### config.mk
export PLATFORM = sky130hd
export DESIGN_NAME = uart_tx_buffered
export DESIGN_NICKNAME = d
export VERILOG_FILES = /design/src/rtl/uart_tx_buffered.sv
export SDC_FILE = /design/constraint.sdc
export NUM_CORES = 1
export LEC_CHECK = 0
export BUFFER_PORTS_ARGS = -buffer_cell sky130_fd_sc_hd__buf_2
export CELL_PAD_IN_SITES_DETAIL_PLACEMENT = 0
export CELL_PAD_IN_SITES_GLOBAL_PLACEMENT = 1
export CORE_MARGIN = 1
export CORE_UTILIZATION = 50
export DETAILED_ROUTE_END_ITERATION = 10
export GPL_TIMING_DRIVEN = 0
export PLACE_DENSITY_LB_ADDON = 0.3
export REMOVE_ABC_BUFFERS = 1
export SLEW_MARGIN = 5
export SYNTH_ARGS = -nofsm -noshare
export SYNTH_HDL_FRONTEND = slang
export SYNTH_SLANG_ARGS = --single-unit
### constraint.sdc
create_clock -name clk -period 5.65 [get_ports clk]
set_input_delay 0.2825 -clock clk [delete_from_list [all_inputs] [get_ports clk]]
set_output_delay 0.2825 -clock clk [all_outputs]
set_load 0.01 [all_outputs]
### src/rtl/uart_tx_buffered.sv
// rtl/uart_tx_buffered.sv - packet FIFO feeding a runtime-divisor UART serializer
// Optional parity bit per frame when UART_TX_PARITY_EN is defined.
module uart_tx_buffered #(
    parameter int DIV_W         = 16,
    parameter int BITS_PER_WORD = 8,
    parameter int W_OUT         = 16,
    parameter int DEPTH         = 4,
    parameter int STOP_BITS     = 1,
    parameter int PARITY_ODD    = 0
) (
    input  logic                         clk,
    input  logic                         rstn,
    input  logic [DIV_W-1:0]             baud_div,
    input  logic                         s_valid,
    input  logic [W_OUT-1:0]             s_data,
    output logic                         s_ready,
    output logic                         tx,
    output logic                         busy,
    output logic [$clog2(DEPTH+1)-1:0]   fifo_count
);

    localparam int NUM_WORDS = W_OUT / BITS_PER_WORD;
    localparam int CNT_W     = $clog2(DEPTH + 1);
    localparam int PTR_W     = $clog2(DEPTH);
    localparam int WRD_W     = (NUM_WORDS > 1) ? $clog2(NUM_WORDS) : 1;
    localparam int BIT_W     = (BITS_PER_WORD > 2) ? $clog2(BITS_PER_WORD) : 1;

    typedef enum logic [2:0] {
        S_IDLE,
        S_START,
        S_DATA,
        S_STOP
`ifdef UART_TX_PARITY_EN
        , S_PARITY
`endif
    } state_t;

    state_t              state_q, state_d;
    logic [DIV_W-1:0]    cnt_q, cnt_d;
    logic [DIV_W-1:0]    div_q, div_d;
    logic [BIT_W-1:0]    bit_q, bit_d;
    logic [WRD_W-1:0]    word_q, word_d;
    logic [W_OUT-1:0]    sh_q, sh_d;
    logic                tx_q, tx_d;
    logic                busy_q, busy_d;
    logic                rdy_q, rdy_d;
    logic [CNT_W-1:0]    count_q, count_d;
    logic [PTR_W-1:0]    wr_q, wr_d;
    logic [PTR_W-1:0]    rd_q, rd_d;
`ifdef UART_TX_PARITY_EN
    logic                par_q, par_d;
`endif

    logic [W_OUT-1:0]    mem_q [DEPTH];

    logic                push;
    logic                load;
    logic                bit_end;

    always_comb begin
        state_d = state_q;
        cnt_d   = cnt_q;
        div_d   = div_q;
        bit_d   = bit_q;
        word_d  = word_q;
        sh_d    = sh_q;
        wr_d    = wr_q;
        rd_d    = rd_q;
`ifdef UART_TX_PARITY_EN
        par_d   = par_q;
`endif
        load    = 1'b0;
        push    = s_valid && rdy_q;
        bit_end = (cnt_q == div_q - DIV_W'(1));

        if (state_q != S_IDLE) begin
            cnt_d = bit_end ? '0 : cnt_q + DIV_W'(1);
        end else begin
            cnt_d = '0;
        end

        case (state_q)
            S_IDLE: begin
                if (count_q != '0) begin
                    load = 1'b1;
                end
            end
            S_START: begin
                if (bit_end) begin
                    state_d = S_DATA;
                    bit_d   = '0;
`ifdef UART_TX_PARITY_EN
                    par_d   = 1'b0;
`endif
                end
            end
            S_DATA: begin
                if (bit_end) begin
                    // The packet shifts right one bit per data slot, so the next word lands at bit 0.
                    sh_d = sh_q >> 1;
`ifdef UART_TX_PARITY_EN
                    par_d = par_q ^ sh_q[0];
`endif
                    if (bit_q == BIT_W'(BITS_PER_WORD - 1)) begin
                        bit_d = '0;
`ifdef UART_TX_PARITY_EN
                        state_d = S_PARITY;
`else
                        state_d = S_STOP;
`endif
                    end else begin
                        bit_d = bit_q + BIT_W'(1);
                    end
                end
            end
`ifdef UART_TX_PARITY_EN
            S_PARITY: begin
                if (bit_end) begin
                    state_d = S_STOP;
                end
            end
`endif
            S_STOP: begin
                if (bit_end) begin
                    if (bit_q == BIT_W'(STOP_BITS - 1)) begin
                        bit_d = '0;
                        if (word_q == WRD_W'(NUM_WORDS - 1)) begin
                            if (count_q != '0) begin
                                load = 1'b1;
                            end else begin
                                state_d = S_IDLE;
                            end
                        end else begin
                            word_d  = word_q + WRD_W'(1);
                            state_d = S_START;
                        end
                    end else begin
                        bit_d = bit_q + BIT_W'(1);
                    end
                end
            end
            default: state_d = S_IDLE;
        endcase

        // The divisor is captured only here, so it stays fixed for the whole packet.
        if (load) begin
            sh_d    = mem_q[rd_q];
            div_d   = (baud_div < DIV_W'(2)) ? DIV_W'(2) : baud_div;
            cnt_d   = '0;
            bit_d   = '0;
            word_d  = '0;
            state_d = S_START;
            rd_d    = (rd_q == PTR_W'(DEPTH - 1)) ? '0 : rd_q + PTR_W'(1);
        end

        if (push) begin
            wr_d = (wr_q == PTR_W'(DEPTH - 1)) ? '0 : wr_q + PTR_W'(1);
        end

        case ({push, load})
            2'b10:   count_d = count_q + CNT_W'(1);
            2'b01:   count_d = count_q - CNT_W'(1);
            default: count_d = count_q;
        endcase
        rdy_d = (count_d < CNT_W'(DEPTH));

        case (state_q)
            S_START: tx_d = 1'b0;
            S_DATA:  tx_d = sh_q[0];
`ifdef UART_TX_PARITY_EN
            S_PARITY: tx_d = par_q ^ (PARITY_ODD != 0);
`endif
            default: tx_d = 1'b1;
        endcase
        busy_d = (state_q != S_IDLE);
    end

    always_ff @(posedge clk or negedge rstn) begin
        if (!rstn) begin
            state_q <= S_IDLE;
            cnt_q   <= '0;
            div_q   <= DIV_W'(2);
            bit_q   <= '0;
            word_q  <= '0;
            sh_q    <= '0;
            tx_q    <= 1'b1;
            busy_q  <= 1'b0;
            rdy_q   <= 1'b0;
            count_q <= '0;
            wr_q    <= '0;
            rd_q    <= '0;
`ifdef UART_TX_PARITY_EN
            par_q   <= 1'b0;
`endif
        end else begin
            state_q <= state_d;
            cnt_q   <= cnt_d;
            div_q   <= div_d;
            bit_q   <= bit_d;
            word_q  <= word_d;
            sh_q    <= sh_d;
            tx_q    <= tx_d;
            busy_q  <= busy_d;
            rdy_q   <= rdy_d;
            count_q <= count_d;
            wr_q    <= wr_d;
            rd_q    <= rd_d;
`ifdef UART_TX_PARITY_EN
            par_q   <= par_d;
`endif
        end
    end

    always_ff @(posedge clk) begin
        if (push) begin
            mem_q[wr_q] <= s_data;
        end
    end

    assign s_ready    = rdy_q;
    assign tx         = tx_q;
    assign busy       = busy_q;
    assign fifo_count = count_q;

endmodule

==> reports/summary.md, run 1 <==
The flow ran to the end, but the final reports show violations. The final reports fail on negative hold slack. The final layout contains 536 nets. The reported leakage power came out at 2.74 nW. The layer flagged by global routing as most heavily used is met2. The first global-routing pass estimated 18.6 mm of wire.

The initial utilization of the core area, before any placement, comes to 51.1%. The number of cells traversed by the worst register-to-register path works out to 12. Measured along the y axis, the die boundary spans 113 um.

The total wire length after detailed routing was 11.2 mm; the total area of sequential cells was 3530 sq um. STA classifies the critical path startpoint as a flop. The area inside the core boundary came out at 12,000 sq um. The class of the tightest hold or removal check was input pin to async pin.

The total power divided by cell area is 516 nW/um^2. Global routing used 19.7% of the available tracks across all layers. The number of antenna diodes in the final layout is 0. Before CTS, the worst setup slack after placement is 0.889 ns.

The count of synthesis-stage warnings from yosys was 0; the max-slew violation count was 0. The number of gates resized after CTS was 0. For the first-iteration detailed-routing DRC count, the log shows 141. Sorting the synthesized cells by area gives the leading types as sky130_fd_sc_hd__edfxtp_1 31%, sky130_fd_sc_hd__dfrtp_1 25%, sky130_fd_sc_hd__mux4_2 5.9%.

The first detailed-routing pass ran for 4 iterations. The chip width was 113 um. Once layout is complete, the utilization of the core stands at 58.2%. The total count of hold-check failures in the final report is 25.

Among all flip-flop cells after synthesis, the most frequent one is sky130_fd_sc_hd__edfxtp_1. Largest area contributor in the synthesized netlist: sky130_fd_sc_hd__edfxtp_1. For this design, the sink count on the clock tree is 128.

The final design instance area without fill is 6960 sq um, and the number of buffers inserted during clock tree synthesis is 17. Reg-to-reg endpoint: fifo_count[1]$_DFFE_PN0N_. The final total power is 3.59 mW. In this run the number of H-tree levels came out at 4. The number of enable-type register cells in the synthesized netlist was 64; the top fanout value on the critical path was 18. Count of non-filler cells in the finished layout: 645.

The tools report the hold slack as -0.0323 ns. The number of max-capacitance violations reported is 0. The number of input and output port buffers inserted was 40. The count of antenna-violating nets left after detailed routing was 0. The clock passes through at most 2 buffers. The register bit count reported by yosys was 128; the met3 capacity usage during global routing was 5.67%.

Timing would allow up to 0.210 GHz. The run gives 613 as the placed cell count. The footprint of the multi-input gates is 2400 sq um, and the weighted congestion at the end of routability-driven global placement is 0.837.

The pin count of the biggest net entering global routing is 65, and the vias per cell is 5.61. The HPWL after detailed placement is 7.59 mm. The most common cell in the netlist was sky130_fd_sc_hd__edfxtp_1.

Clock latency on the worst-skew pair, taken at its later pin, is 0.41 ns. After clock tree synthesis, the clock-pin slew on the worst setup and hold paths is 0.06 ns. By count the netlist is led by 64 x sky130_fd_sc_hd__edfxtp_1, 62 x sky130_fd_sc_hd__dfrtp_1, 39 x sky130_fd_sc_hd__nor2_1.

TritonCTS built the clock tree. Once the clock tree was built, the setup fixing pass inserted 0 buffers. Number of antenna violations at the first check in global routing: 0. A synthesized cell averages 13.8 sq um. The via count of the first global-routing pass was 3,837; the total congestion overflow was 0. The total die area was 12,700 sq um. Kind of critical path: flop to flop. The most frequent cell on the critical path was sky130_fd_sc_hd__ha_1. The count of standard-cell rows was 40.

The final worst slack was 0.894 ns. The signal on the critical path passes through inv_1 -> ha_1 -> or4b_1 -> or4_4 -> a211oi_2 -> nand2b_1 -> or4b_4 -> nor2_1 -> a22o_2 -> ha_1 -> fa_1 -> mux2_2. For the worst setup path, the data required time is 5.94 ns. The hold-fix buffer count after cts is 0, and the fraction of layout cells with a size suffix above 1 is 26.3%. After layout, the minimum clock period comes to 4.76 ns. In the synthesized netlist, the number of instances is 444. 41 I/O pins were placed.

The number of different library cells in the post-synthesis netlist is 65. Of the available clock period, the critical path in the final layout requires 84.2%. The register-to-register setup slack is 0.89 ns, and the worst stage delay on the critical path is 0.63 ns. The share of flip-flops with an asynchronous set or reset after synthesis was 50.0%.

The tools report the remaining routing DRC violations as 0. VDD sags by at most 0.000331 V. For the overall via count from detail_route, the log shows 3,617. The source of the worst register-to-register timing path was div_q[0]$_DFFE_PN0P_. The logs give 57.7% for the sequential element share of the synthesized area and 5.05 ns for the arrival time of data at the critical path endpoint. Global routing consumed, on the met2 layer, 34.8% of the routing resources. The run gives 0 ns as the final-layout setup total negative slack.

STA classifies the critical path endpoint as a flop. The worst-margin pin slew was 1.12 ns; the global routing met1 resource utilization was 22.2%. Area of placed instances: 6420 sq um. After detailed routing, the average wire length per cell comes to 17.3 um.

The growth of design area from synthesis to finish came out at 13.9%. The tree is rooted in a sky130_fd_sc_hd__clkbuf_16. The filler cells instantiated in the layout total 939. The highest-delay cell along the critical path is sky130_fd_sc_hd__or4b_1. The share of the synthesized area in the top cell type was 31.5%.

The synthesized netlist occupies a cell area of 6110 sq um. The final-report setup violation count came out at 0. The worst pin sits at a relative slew slack of 25.6%. Setup repair after global routing left no endpoint under its margin. The worst clock skew was 0.00768 ns.
registers in the layout, summed over array words and instances, names as in the netlist, named ones only:
register    flops
busy            1
div_q          16
mem_q          64
fifo_count      2
sh_q           16
bit_q           3
cnt_q          16
word_q          1
state_q         2
rd_q            2
tx              1
s_ready         1
wr_q            2
metal layers:
metal	wire length, um	part of all wire, %	vias up
met2	5890	53	56
met5	0	0	-
met1	4740	42	1802
met3	310	2.8	19
li1	-	-	1740
met4	229	2.1	0
how the worst max path moves through the flow:
stage	startpoint	end	slack, ns	cells past startpoint
floorplan	div_q[0]$_DFFE_PN0P_	fifo_count[1]$_DFFE_PN0N_	0.77	12
global placement	div_q[0]$_DFFE_PN0P_	fifo_count[1]$_DFFE_PN0N_	-0.15	12
detailed placement	div_q[0]$_DFFE_PN0P_	fifo_count[1]$_DFFE_PN0N_	0.89	12
CTS	div_q[0]$_DFFE_PN0P_	fifo_count[1]$_DFFE_PN0N_	0.87	12
global route	div_q[0]$_DFFE_PN0P_	s_ready$_DFF_PN0_	0.63	15
finish	div_q[0]$_DFFE_PN0P_	fifo_count[1]$_DFFE_PN0N_	0.89	12
report_power, final:
| part | switching, mW | internal, mW |
|---|---|---|
| Combinational | 0.506 | 0.591 |
| Sequential | 0.266 | 1.24 |
| Clock | 0.379 | 0.603 |
| Total | 1.15 | 2.44 |
layout by cell type (no fill, tap or decap), types with 2 or more instances in the layout:
cell type	netlist	final
sky130_fd_sc_hd__a21boi_0	2	2
sky130_fd_sc_hd__a21oi_1	3	3
sky130_fd_sc_hd__or3_1	2	2
sky130_fd_sc_hd__a41oi_1	2	2
sky130_fd_sc_hd__nand3_1	12	12
sky130_fd_sc_hd__mux2_2	31	31
sky130_fd_sc_hd__clkinv_2	0	4
sky130_fd_sc_hd__clkbuf_16	0	17
sky130_fd_sc_hd__nand2b_1	4	4
sky130_fd_sc_hd__nor2_1	39	39
sky130_fd_sc_hd__mux4_2	16	16
sky130_fd_sc_hd__nor2b_1	2	2
sky130_fd_sc_hd__clkinv_4	0	4
sky130_fd_sc_hd__nor3_1	11	11
sky130_fd_sc_hd__mux2_1	18	18
sky130_fd_sc_hd__buf_2	3	39
sky130_fd_sc_hd__xnor2_1	14	14
sky130_fd_sc_hd__ha_1	15	15
sky130_fd_sc_hd__a31oi_1	2	2
sky130_fd_sc_hd__and3_1	8	8
sky130_fd_sc_hd__nand2_1	14	14
sky130_fd_sc_hd__or2_2	3	3
sky130_fd_sc_hd__dfstp_2	2	2
sky130_fd_sc_hd__o21ai_0	3	3
sky130_fd_sc_hd__clkbuf_1	8	5
sky130_fd_sc_hd__xor2_1	18	18
sky130_fd_sc_hd__nor4_1	10	10
sky130_fd_sc_hd__mux2i_1	6	6
sky130_fd_sc_hd__nand4_1	4	4
sky130_fd_sc_hd__or4b_4	2	2
sky130_fd_sc_hd__nand3b_1	2	2
sky130_fd_sc_hd__o21a_1	3	3
sky130_fd_sc_hd__dfrtp_1	62	62
sky130_fd_sc_hd__a21o_1	2	2
sky130_fd_sc_hd__inv_1	20	20
sky130_fd_sc_hd__edfxtp_1	64	64
layout make-up:
class | instances | area share (%)
multi-input combinational | 277 | 34.6
tap | 147 | 2.64
clock buffer | 22 | 6.38
sequential | 128 | 50.7
timing repair buffer | 41 | 3.31
clock inverter | 10 | 1.33
inverter | 20 | 1.08
cell families (layout without fill, tap and decap cells):
group,count (synthesis),in the layout,synth area share [%]
flip-flops,128,128,57.7
AND/OR/NAND/NOR,122,122,10.9
multiplexers,71,71,15.9
buffers and inverters,39,93,2.95
AO/OA/AOI/OAI,36,36,4.59
XOR/XNOR,32,32,4.59
adder cells (fa/ha/maj),16,16,3.40
worst max-delay path: cells and delay by family (launching register included):
kind | cells | cell delay (ns)
AOI/OAI and AO/OA | 2 | 0.80
adders and majority gates | 3 | 1.02
buffers and inverters | 1 | 0.10
DFF | 1 | 0.42
muxes | 1 | 0.26
and+or+nand+nor | 5 | 2.04
Power figures use the tool's default switching activity.
==> run 2, diff against run 1 <==
CORE_UTILIZATION = 45   (was 50)
clock period = 4.1 ns   (was 5.65 ns; I/O delays follow)
==> reports/summary.md, run 2 (synthesized netlist as in run 1, its figures left out) <==
Power comes to 5.22 mW. Once detail routing completed, the nets flagged for antenna violations numbered 0. The area growth from synthesis to layout is 19.8%.

Class of the tightest hold or removal check: input pin to flop. The die is 119 um wide. For the clock network latency to the later pin of the worst-skew pair, the log shows 0.42 ns. The max-slew violation count is 0, and the total die area is 14,000 sq um. Counting cells, the worst reg-to-reg path comes to 13. The share of total power in the clock network came out at 29.0%.

Across all setup checks in the final design, the least slack found is 0.137 ns. Including well taps, the total number of placed cells is 642. Leaving out fill and tap cells, the most frequent cells in the layout are 64 x sky130_fd_sc_hd__edfxtp_1, 61 x sky130_fd_sc_hd__dfrtp_1, 39 x sky130_fd_sc_hd__buf_2, 38 x sky130_fd_sc_hd__nor2_1, 31 x sky130_fd_sc_hd__mux2_2.

The logs give 24.8% for the tightest slew margin relative to the limit and 0 for the total congestion overflow. The first-pass GRT wire length came out at 19.8 mm. Setup violations remaining at the end of the flow were counted as 0. The logs give 41 for the number of top-level pins and 3.56 mW for the internal portion of total power. The number of clock buffers added by TritonCTS is 17. The clock passes through at most 2 buffers. The total power divided by cell area was 713 nW/um^2. The congestion estimate from routability-driven global placement came to 0.860. The number of diodes is 0, and the number of max-capacitance violations reported is 0. OpenSTA, run right after detailed placement, puts the worst setup slack at -0.696 ns.

Worst-margin pin slew: 1.13 ns. The number of cells traversed by the worst hold path was 1; the area of placed instances was 6450 sq um. In the routed layout, each cell is associated on average with a via count of 5.35. TritonCTS built the clock tree. The reg-to-reg endpoint was fifo_count[1]$_DFFE_PN0N_. The count of standard-cell rows is 42, and the average wire per standard cell is 16.9 um. The run gives 0 as the number of antenna violations at the first check in global routing.

The post-route clock period utilization works out to 96.7%. The worst clock skew is 0.00651 ns, and the remaining routing DRC violations is 0. Of the cells placed in the final design, the portion with a size suffix greater than 1 is 28.1%. The switching share of total power was 31.8%. For the worst path required time, the log shows 4.40 ns. The logs give 1.66 mW for the power spent charging and discharging nets and 18.7% for the overall fraction of global-route tracks in use. The combinational share of power is 31.1%. End point of the worst hold path: mem_q[2][8]$_DFFE_PP_. The run gives 65 as the pin count of the biggest net entering global routing. The flow ran to the end, and the final reports show no timing, DRC or antenna violations. At the end of the flow, the number of nets in the layout was 558. For this block, the initial DRC count from the detailed router was 149.

Counting I/O delays and the setup requirement, the final critical path takes 3.96 ns. The number of search-and-repair iterations in the first detailed-routing pass was 4. In this run the static leakage power is 2.87 nW. Once the floorplan was initialized, standard cells occupied 46.1% of the core. Counting flops per register, the top entry is mem_q.

Along the worst path, the maximum fanout reaches 6. Register-to-register setup slack: 0.14 ns. The startpoint identified for the worst hold timing path is s_data[8]. The logs give 3,724 for the overall via count from detail_route and 0.000483 V for the worst-case vdd ir drop. The tools report the hold slack as 0.0239 ns. Kind of critical path: flop to flop.

The most common library cell in the layout ignoring fill and taps is sky130_fd_sc_hd__edfxtp_1. CTS built an H-tree with a depth of 4. The vertical die dimension works out to 119 um. The finished layout holds 696 standard cells, fillers aside.

The number of input and output port buffers inserted was 40; the area inside the core boundary was 13,200 sq um. The via count of the first global-routing pass was 3,985; the arrival time of data at the critical path endpoint was 4.26 ns. The tools report the root buffer cell as sky130_fd_sc_hd__clkbuf_16. Setup repair after global routing left no endpoint under its margin. The tools report the type of element launching the critical path as a flop. The final layout contains routed wiring with a total length of 11.8 mm.

The tools report the total count of hold-check failures in the final report as 0. For this design, the sink count on the clock tree is 128. The worst setup path is captured at a flop. Summing all non-filler instances in the final layout gives an area of 7320 sq um.

After legalization and detailed placement, the total HPWL measured 7.65 mm. The register with the most flip-flops in the layout has 64 of them. The clock input transition at the sequential cells of the worst setup and hold paths is 0.06 ns. Registers are responsible for 39.8% of the overall power. For the timing-limited maximum frequency, the log shows 0.252 GHz. The worst register-to-register path begins at div_q[0]$_DFFE_PN0P_.
run 2: changes by cell type in the layout (fill, tap and decap cells not counted), moves of 2 or more:
cell,previous run,this run
sky130_fd_sc_hd__ha_1,15,13
sky130_fd_sc_hd__dlygate4sd3_1,0,15
sky130_fd_sc_hd__inv_6,0,2
sky130_fd_sc_hd__clkbuf_1,5,2
sky130_fd_sc_hd__buf_12,0,2
sky130_fd_sc_hd__bufinv_16,1,3
sky130_fd_sc_hd__buf_4,1,6
sky130_fd_sc_hd__clkinv_1,0,2
sky130_fd_sc_hd__clkinv_2,4,1
run 2: how the worst max path moves through the flow:
stage                         startpoint                   endpoint  cells after the start
floorplan           div_q[0]$_DFFE_PN0P_  fifo_count[1]$_DFFE_PN0N_                     12
CTS                 div_q[0]$_DFFE_PN0P_  fifo_count[1]$_DFFE_PN0N_                     13
global route        div_q[0]$_DFFE_PN0P_          s_ready$_DFF_PN0_                     17
finish              div_q[0]$_DFFE_PN0P_  fifo_count[1]$_DFFE_PN0N_                     13
detailed placement  div_q[0]$_DFFE_PN0P_  fifo_count[1]$_DFFE_PN0N_                     13
global placement    div_q[0]$_DFFE_PN0P_  fifo_count[1]$_DFFE_PN0N_                     12
run 2: metrics by stage:
| stage | util (%) | TNS [ns] |
|---|---|---|
| after floorplan | - | -8.00 |
| after global placement | 48.5 | -42.53 |
| after detailed placement | 48.7 | -7.34 |
| after CTS | 55.0 | 0 |
| after global routing | 55.3 | 0 |
| final | 55.3 | 0 |
run 2: repair_timing:
| item | 4_1_cts | 5_1_grt |
|---|---|---|
| hold buffers | 15 | 0 |
| endpoints found under the setup margin | 40 | 17 |
| resized for setup | 10 | 0 |
| hold endpoints to repair | 117 | 0 |
| setup buffers | 2 | 4 |
| cloned | 1 | 0 |
| pin swaps | 1 | 3 |
run 2: final cells by class:
| cell class | count | area (sq um) |
|---|---|---|
| multi-input cells | 277 | 2440 |
| clock buffers | 19 | 433 |
| fillers | 1105 | 5920 |
| inverters | 20 | 75.1 |
| flip-flops and latches | 128 | 3530 |
| repair buffers | 63 | 463 |
| clock inverters | 13 | 161 |
| well taps | 176 | 220 |
run 2: routing by layer:
metal / global-route usage, % / up-vias / part of all wire, %
li1: - / 1772 / -
met1: 20.9 / 1867 / 41
met2: 32.9 / 61 / 53
met3: 4.83 / 24 / 3.1
met4: 9.57 / 0 / 2.5
met5: 0 / - / 0
run 2: worst max-delay path, cell delays in order (launching register included):
cell,delay (ns)
sky130_fd_sc_hd__dfrtp_2,0.44
sky130_fd_sc_hd__inv_2,0.10
sky130_fd_sc_hd__ha_4,0.17
sky130_fd_sc_hd__or4b_4,0.48
sky130_fd_sc_hd__or4_4,0.50
sky130_fd_sc_hd__a211oi_2,0.21
sky130_fd_sc_hd__nand2b_1,0.08
sky130_fd_sc_hd__or4b_4,0.58
sky130_fd_sc_hd__nor2_4,0.13
sky130_fd_sc_hd__a22o_4,0.17
sky130_fd_sc_hd__buf_12,0.11
sky130_fd_sc_hd__ha_2,0.19
sky130_fd_sc_hd__fa_1,0.41
sky130_fd_sc_hd__mux2_2,0.27
run 2: power groups by stage:
stage | sequential, mW | combinational [mW] | clock [mW]
after floorplan | 2.00 | 1.19 | 0
after CTS | 2.09 | 1.64 | 1.55
after global routing | 2.14 | 1.80 | 1.60
after global placement | 2.09 | 1.47 | 0
final | 2.08 | 1.63 | 1.51
after detailed placement | 2.10 | 1.53 | 0
